**config.mk**
```make
export PLATFORM = sky130hd
export DESIGN_NAME = mem_burst_ctrl
export DESIGN_NICKNAME = d
export VERILOG_FILES = /design/src/rtl/mem_burst_ctrl.sv
export SDC_FILE = /design/constraint.sdc
export NUM_CORES = 1
export LEC_CHECK = 0
export ABC_AREA = 1
export CAP_MARGIN = 20
export CORE_UTILIZATION = 44
export CTS_CLUSTER_SIZE = 30
export DETAILED_ROUTE_END_ITERATION = 10
export PLACE_DENSITY = 0.87
export SYNTH_ARGS = -nofsm -noshare
export SYNTH_HDL_FRONTEND = slang
export SYNTH_SLANG_ARGS = --single-unit
export TNS_END_PERCENT = 5
```
**constraint.sdc**
```tcl
create_clock -name clk -period 1.8 [get_ports clk]
set_input_delay 0.27 -clock clk [delete_from_list [all_inputs] [get_ports clk]]
set_output_delay 0.27 -clock clk [all_outputs]
set_load 0.02 [all_outputs]
```
**src/rtl/mem_burst_ctrl.sv**
```systemverilog
// rtl/mem_burst_ctrl.sv - burst command front-end driving a word-at-a-time SRAM handshake
// One request in flight at a time; every output decodes from registered state only.
module mem_burst_ctrl #(
  parameter int ADDR_WIDTH = 6,
  parameter int DEPTH      = 64,
  parameter int WIDTH      = 16
) (
  input  logic                  clk,
  input  logic                  rst_n,
  input  logic                  cmd_valid,
  output logic                  cmd_ready,
  input  logic                  cmd_wr,
  input  logic [ADDR_WIDTH-1:0] cmd_addr,
  input  logic [ADDR_WIDTH-1:0] cmd_len,
  input  logic                  wr_valid,
  output logic                  wr_ready,
  input  logic [WIDTH-1:0]      wr_data,
  output logic                  rd_valid,
  input  logic                  rd_ready,
  output logic [WIDTH-1:0]      rd_data,
  output logic                  mem_valid,
  output logic                  mem_wr_en,
  output logic [ADDR_WIDTH-1:0] mem_addr,
  output logic [WIDTH-1:0]      mem_wdata,
  input  logic [WIDTH-1:0]      mem_rdata,
  input  logic                  mem_ready,
  output logic                  busy,
  output logic                  done
);

  typedef enum logic [2:0] {
    IDLE,
    WR_FETCH,
    WR_REQ,
    RD_REQ,
    RD_OUT,
    DONE
  } state_e;

  state_e                state_q, state_d;
  logic [ADDR_WIDTH-1:0] addr_q, addr_d;
  logic [ADDR_WIDTH-1:0] count_q, count_d;
  logic [WIDTH-1:0]      wdata_q, wdata_d;
  logic [WIDTH-1:0]      rdata_q, rdata_d;
  logic [ADDR_WIDTH-1:0] addr_inc;

  // Bursts run past the top of memory back to location 0.
  assign addr_inc = (addr_q == ADDR_WIDTH'(DEPTH - 1)) ? '0 : addr_q + 1'b1;

  always_ff @(posedge clk or negedge rst_n) begin
    if (!rst_n) begin
      state_q <= IDLE;
      addr_q  <= '0;
      count_q <= '0;
      wdata_q <= '0;
      rdata_q <= '0;
    end else begin
      state_q <= state_d;
      addr_q  <= addr_d;
      count_q <= count_d;
      wdata_q <= wdata_d;
      rdata_q <= rdata_d;
    end
  end

  always_comb begin
    state_d = state_q;
    addr_d  = addr_q;
    count_d = count_q;
    wdata_d = wdata_q;
    rdata_d = rdata_q;
    unique case (state_q)
      IDLE: begin
        if (cmd_valid) begin
          addr_d  = cmd_addr;
          count_d = cmd_len;
          state_d = cmd_wr ? WR_FETCH : RD_REQ;
        end
      end
      WR_FETCH: begin
        if (wr_valid) begin
          wdata_d = wr_data;
          state_d = WR_REQ;
        end
      end
      WR_REQ: begin
        if (mem_ready) begin
          if (count_q == '0) begin
            state_d = DONE;
          end else begin
            addr_d  = addr_inc;
            count_d = count_q - 1'b1;
            state_d = WR_FETCH;
          end
        end
      end
      RD_REQ: begin
        if (mem_ready) begin
          rdata_d = mem_rdata;
          state_d = RD_OUT;
        end
      end
      RD_OUT: begin
        if (rd_ready) begin
          if (count_q == '0) begin
            state_d = DONE;
          end else begin
            addr_d  = addr_inc;
            count_d = count_q - 1'b1;
            state_d = RD_REQ;
          end
        end
      end
      DONE:    state_d = IDLE;
      default: state_d = IDLE;
    endcase
  end

  assign cmd_ready = (state_q == IDLE);
  assign wr_ready  = (state_q == WR_FETCH);
  assign rd_valid  = (state_q == RD_OUT);
  assign mem_valid = (state_q == WR_REQ) || (state_q == RD_REQ);
  assign mem_wr_en = (state_q == WR_REQ);
  // Address and data buses are forced to zero whenever no request is on them.
  assign mem_addr  = mem_valid ? addr_q : '0;
  assign mem_wdata = mem_wr_en ? wdata_q : '0;
  assign rd_data   = rdata_q;
  assign busy      = (state_q != IDLE);
  assign done      = (state_q == DONE);

endmodule

```
# After elaboration in Yosys (flattened, before gate mapping)

Cells that the tools add are included.
W data, S select, Z words.

Bits of input ports: 51
Output and inout port bits: 45
Word-level logic and storage cells: 49
Bits in registers: 47

Reductions and logical operators: 9
Multiplexer cells: 22
Add/sub/neg operators: 2
Equal/unequal tests: 11

Operator list:

| cell                  | number |
|---|---|
| $mux W6               | 10 |
| $pmux W6 S3           | 2 |
| $mux W3               | 7 |
| $mux W16              | 1 |
| $pmux W3 S5           | 1 |
| $add A6 B1 Y6 const B | 1 |
| $eq A3 B2 Y1 const B  | 2 |
| $eq A3 B3 Y1 const B  | 2 |
| $eq A6 B6 Y1 const B  | 1 |
| $logic_not A6 Y1      | 1 |
| $ne A2 B2 Y1 const B  | 3 |
| $reduce_bool A3 Y1    | 2 |
| $sub A6 B1 Y6 const B | 1 |
| $reduce_and A5 Y1     | 1 |
| $ne A2 B1 Y1 const B  | 2 |
| $reduce_and A2 Y1     | 2 |
| $reduce_and A4 Y1     | 1 |
| $eq A3 B1 Y1 const B  | 1 |
| $logic_not A3 Y1      | 1 |
| $mux W2               | 1 |
| $logic_or A1 B1 Y1    | 1 |

# Logic depth before layout (Yosys ltp)

Word-level depth: 5
Gate-level depth with buffers: 10
Mapped depth without buffers: 9

# Worst setup path after synthesis

OpenSTA, ideal clock, no wires.

Path type: flip-flop to flip-flop
Start: register state_q[0]
End: register addr_q[2]
Data required time: 1.684 ns
Clock period less this slack: 1.591 ns
Stages on the path, launching flop included: 10
Setup slack: 0.209 ns
Path buffers: 1
Data arrival time: 1.474 ns
Library setup time: 0.116 ns
Cells stage by stage: dfrtp_1 -> inv_2 -> nand2_2 -> nor2_1 -> nand2_1 -> nand3_2 -> nor2_4 -> buf_4 -> nand2_1 -> nand2_1

Cells in the longest elaborated chain, start to end: 3
Elaborated cells between the ends (all ways): 9
Those cells by class: eq/ne (5); mux (1); reduce/logical (3)

RTL lines:

| item                                                         | line | text |
|---|---|---|
| start, declared                                              | 40   | `state_e state_q, state_d;` |
| start signal, assigned                                       | 58   | `state_q <= state_d;` |
| $eq A3 B3 Y1 *                                               | --   |  |
| named net rd_valid                                           | 18   | `output logic rd_valid,` |
| $ne A2 B1 Y1 (no line) or $reduce_bool A3 Y1 (tied branches) | --   |  |
| $reduce_and A4 Y1 (no line)                                  | --   |  |
| end signal, assigned                                         | 59   | `addr_q <= addr_d;` |
| end, declared                                                | 41   | `logic [ADDR_WIDTH-1:0] addr_q, addr_d;` |

Mark *: on every way through the listed nets, which the timed path passes. The rest lies on a longest branch.
A chain may end at the register's enable or synchronous reset.

# Final worst setup path

Start: register state_q[2]
End: output rd_valid

Cells in the longest elaborated chain, start to end: 1

RTL lines:

| item          | line | text |
|---|---|---|
| $eq A3 B3 Y1  | 121  | `assign rd_valid = (state_q == RD_OUT);` |
| end, declared | 18   |  |

Every way passes these cells.

==> results.ini <==
[run_status]
status = finished clean

[place]
dp_hpwl_um = 4600
placedInstanceArea_sq_um = 3550
numPortBuffers = 95
routabilityCongestion = 0.849

[synthesis]
yosys.area.top_type = dfrtp_1
synth_mux_area_share_pct = 8.72
ys.flop_type = dfrtp_1
yosysTopAreaCellShare_pct = 47.1
syn_area_per_cell_sq_um = 8.08
synthTopCellsByCount = 90 x nand2_1, 55 x nor2_1, 47 x dfrtp_1, 37 x inv_1, 18 x a21oi_1
ys_types = 25
synth-adder-area-share_pct = 1.50
synth_area_sq_um = 2500
yosys_warnings = 0
synth-simple-area-share_pct = 28.1
syn-num-nets = 363
synth-compound-area-share_pct = 5.51
synth_top_family_by_area = simple AND/OR/NAND/NOR gates
synthArstFlopShare_pct = 100
ys_seq_elements = 47
postSynthCellCount = 309
synth_edf_count = 0
yosysMostFrequentCell = nand2_1
synth_area_leaders = dfrtp_1 47%, nand2_1 14%, nor2_1 8.3%
synth_xor_area_share_pct = 1.05
yosysSeqAreaShare_pct = 47.1

[route]
finalWirelength_um = 6240
vias = 2288
final_antenna_net_count = 0
drt_iter0_markers = 110
drt_pre_antenna_iters = 4
wire_per_inst_um = 12.8
vias_per_cell = 4.71
drc = 0

[run]
maxCapViolCount = 0

[finish]
drive_gt1_share_pct = 17.1
nNetsFinal = 468
area_growth_pct = 43.5
antenna_cells = 0
finish.utilization_pct = 65.4
fin_area_sq_um = 3580

[floorplan]
dieWidth_um = 77.3
rows = 27
io_pins = 96
core_sq_um = 5470
dieArea_sq_um = 5980
initial_core_util_pct = 45.6
fp.dieH_um = 77.3

[setup_path]
crit_fanout = 5
worstSetupPathType = register to output pin
cp.required_ns = 1.53
worstPathArrival_ns = 1.49
slowest_delay_ns = 0.45
startpoint_type = register
path_buf_inv = 3
cp_cell_sequence = inv_2, buf_4, nor2_1, clkdlybuf4s15_1
path_delay_family = buffers and inverters
critPathCaptureType = output pin
worst_path_max_delay_cell = dfrtp_2

[power_and_ir_drop]
p_per_area_nw_per_um2 = 1750
p_leak_nw = 1.90
vdd_drop_max_mv = 0.776

[sta]
slew-limit-headroom_pct = 67.6
hold_violations = 0
maxSlewViolCount = 0
period_share_pct = 98.0
skew_ns = 0.00513
worst_slew_pin_slew_ns = 0.486
fmax_ghz = 0.567
finalCriticalPeriod_ns = 1.76
setup_violations = 0

[grt]
grt_pass1_vias = 2293
grt_use_total_pct = 21.8
antenna_found_initial = 0
grt-ovfl-total = 0
grt_max_degree = 33
grt_pass1_wl_um = 10300

[hold_path]
hold_class = primary input to async pin

[cts]
cts_tree = yes
htreeDepth = 2
numCtsBuffers = 5
clk_pin_slew_ns = 0.08
cts_sinks = 47
worstSkewPairLatency_ns = 0.30
cts_max_path_buffers = 2
clock_tree.root_cell = clkbuf_8

-- registers in the layout, summed over array words and instances, names as in the netlist --
register and count:
addr_q 6, rd_data 16, count_q 6, state_q 3, wdata_q 16
-- cell type report --
type	count	area (sq um)
Clock inverter	2	37.5
Sequential cell	47	1180
Inverter	40	150
Fill cell	484	1890
Timing Repair Buffer	106	933
Clock buffer	5	68.8
Multi-Input combinational cell	214	1120
Tap cell	72	90.1
-- report_power, final --
group / total (mW) / internal [mW] / switching [mW] / leakage (nW)
logic: 3.63 / 1.50 / 2.13 / 1.30
registers: 1.88 / 1.57 / 0.312 / 0.547
clock network: 0.757 / 0.406 / 0.351 / 0.0502
-- cells by family after synthesis --
| group | after synthesis |
|---|---|
| xor gates and xnor gates | 3 |
| DFF | 47 |
| buffers and inverters | 48 |
| AOI/OAI and AO/OA | 27 |
| adders and majority gates | 3 |
| and+or+nand+nor | 165 |
| muxes | 16 |
-- metrics by stage --
step / total power [mW] / worst slack (ns) / hold slack, ns / TNS, ns / std cells
global route: 6.78 / -0.0000631 / 0.500 / -0.0000631 / 486
CTS: 6.37 / 0.00208 / 0.485 / 0 / 486
detailed placement: 5.68 / -0.0318 / 0.255 / -0.0628 / 475
floorplan: 4.24 / 0.209 / -0.0256 / 0 / 309
finish: 6.27 / 0.0361 / 0.474 / 0 / 486
global placement: 5.55 / 0.0561 / 0.254 / 0 / 475
-- cells in the final DEF (no fill, tap or decap), types with 6 or more instances in the layout --
cell type,netlist,routed
mux2_4,10,10
inv_1,37,36
dfrtp_1,47,45
o21ai_0,8,8
clkbuf_2,0,16
dlygate4sd2_1,0,8
buf_4,2,9
a21oi_1,18,18
nor2_1,55,54
nand3_1,7,7
clkdlybuf4s50_1,0,65
mux2_2,6,6
nand2_1,90,90
-- timing repair --
action | in CTS | in global routing
setup buffers | 3 | 0
hold buffers | 1 | 0
setup endpoints to repair | 29 | 26
resized for setup | 51 | 27
pin swaps | 0 | 0
hold endpoints to repair | 18 | 0
-- metal layers --
metal,track usage (%),up-vias,wire (um)
met4,5.28,0,53
met3,4.52,6,329
met5,0,-,0
met1,27.9,1055,2820
met2,37.3,77,3030
li1,-,1150,-
-- worst paths after layout --
path	from	endpoint	slack (ns)	depth (start not counted)
worst max-delay path	state_q[2]	rd_valid	0.04	4
worst min-delay path	rst_n	wdata_q[1]	0.47	2
worst max register to register	state_q[2]	addr_q[0]	0.15	9
worst min register to register	count_q[0]	count_q[0]	0.51	2
max in group asynchronous	rst_n	wdata_q[2]	0.80	3
min in group clk	count_q[0]	count_q[0]	0.51	2
No activity file was read; power rests on OpenSTA's default activity.
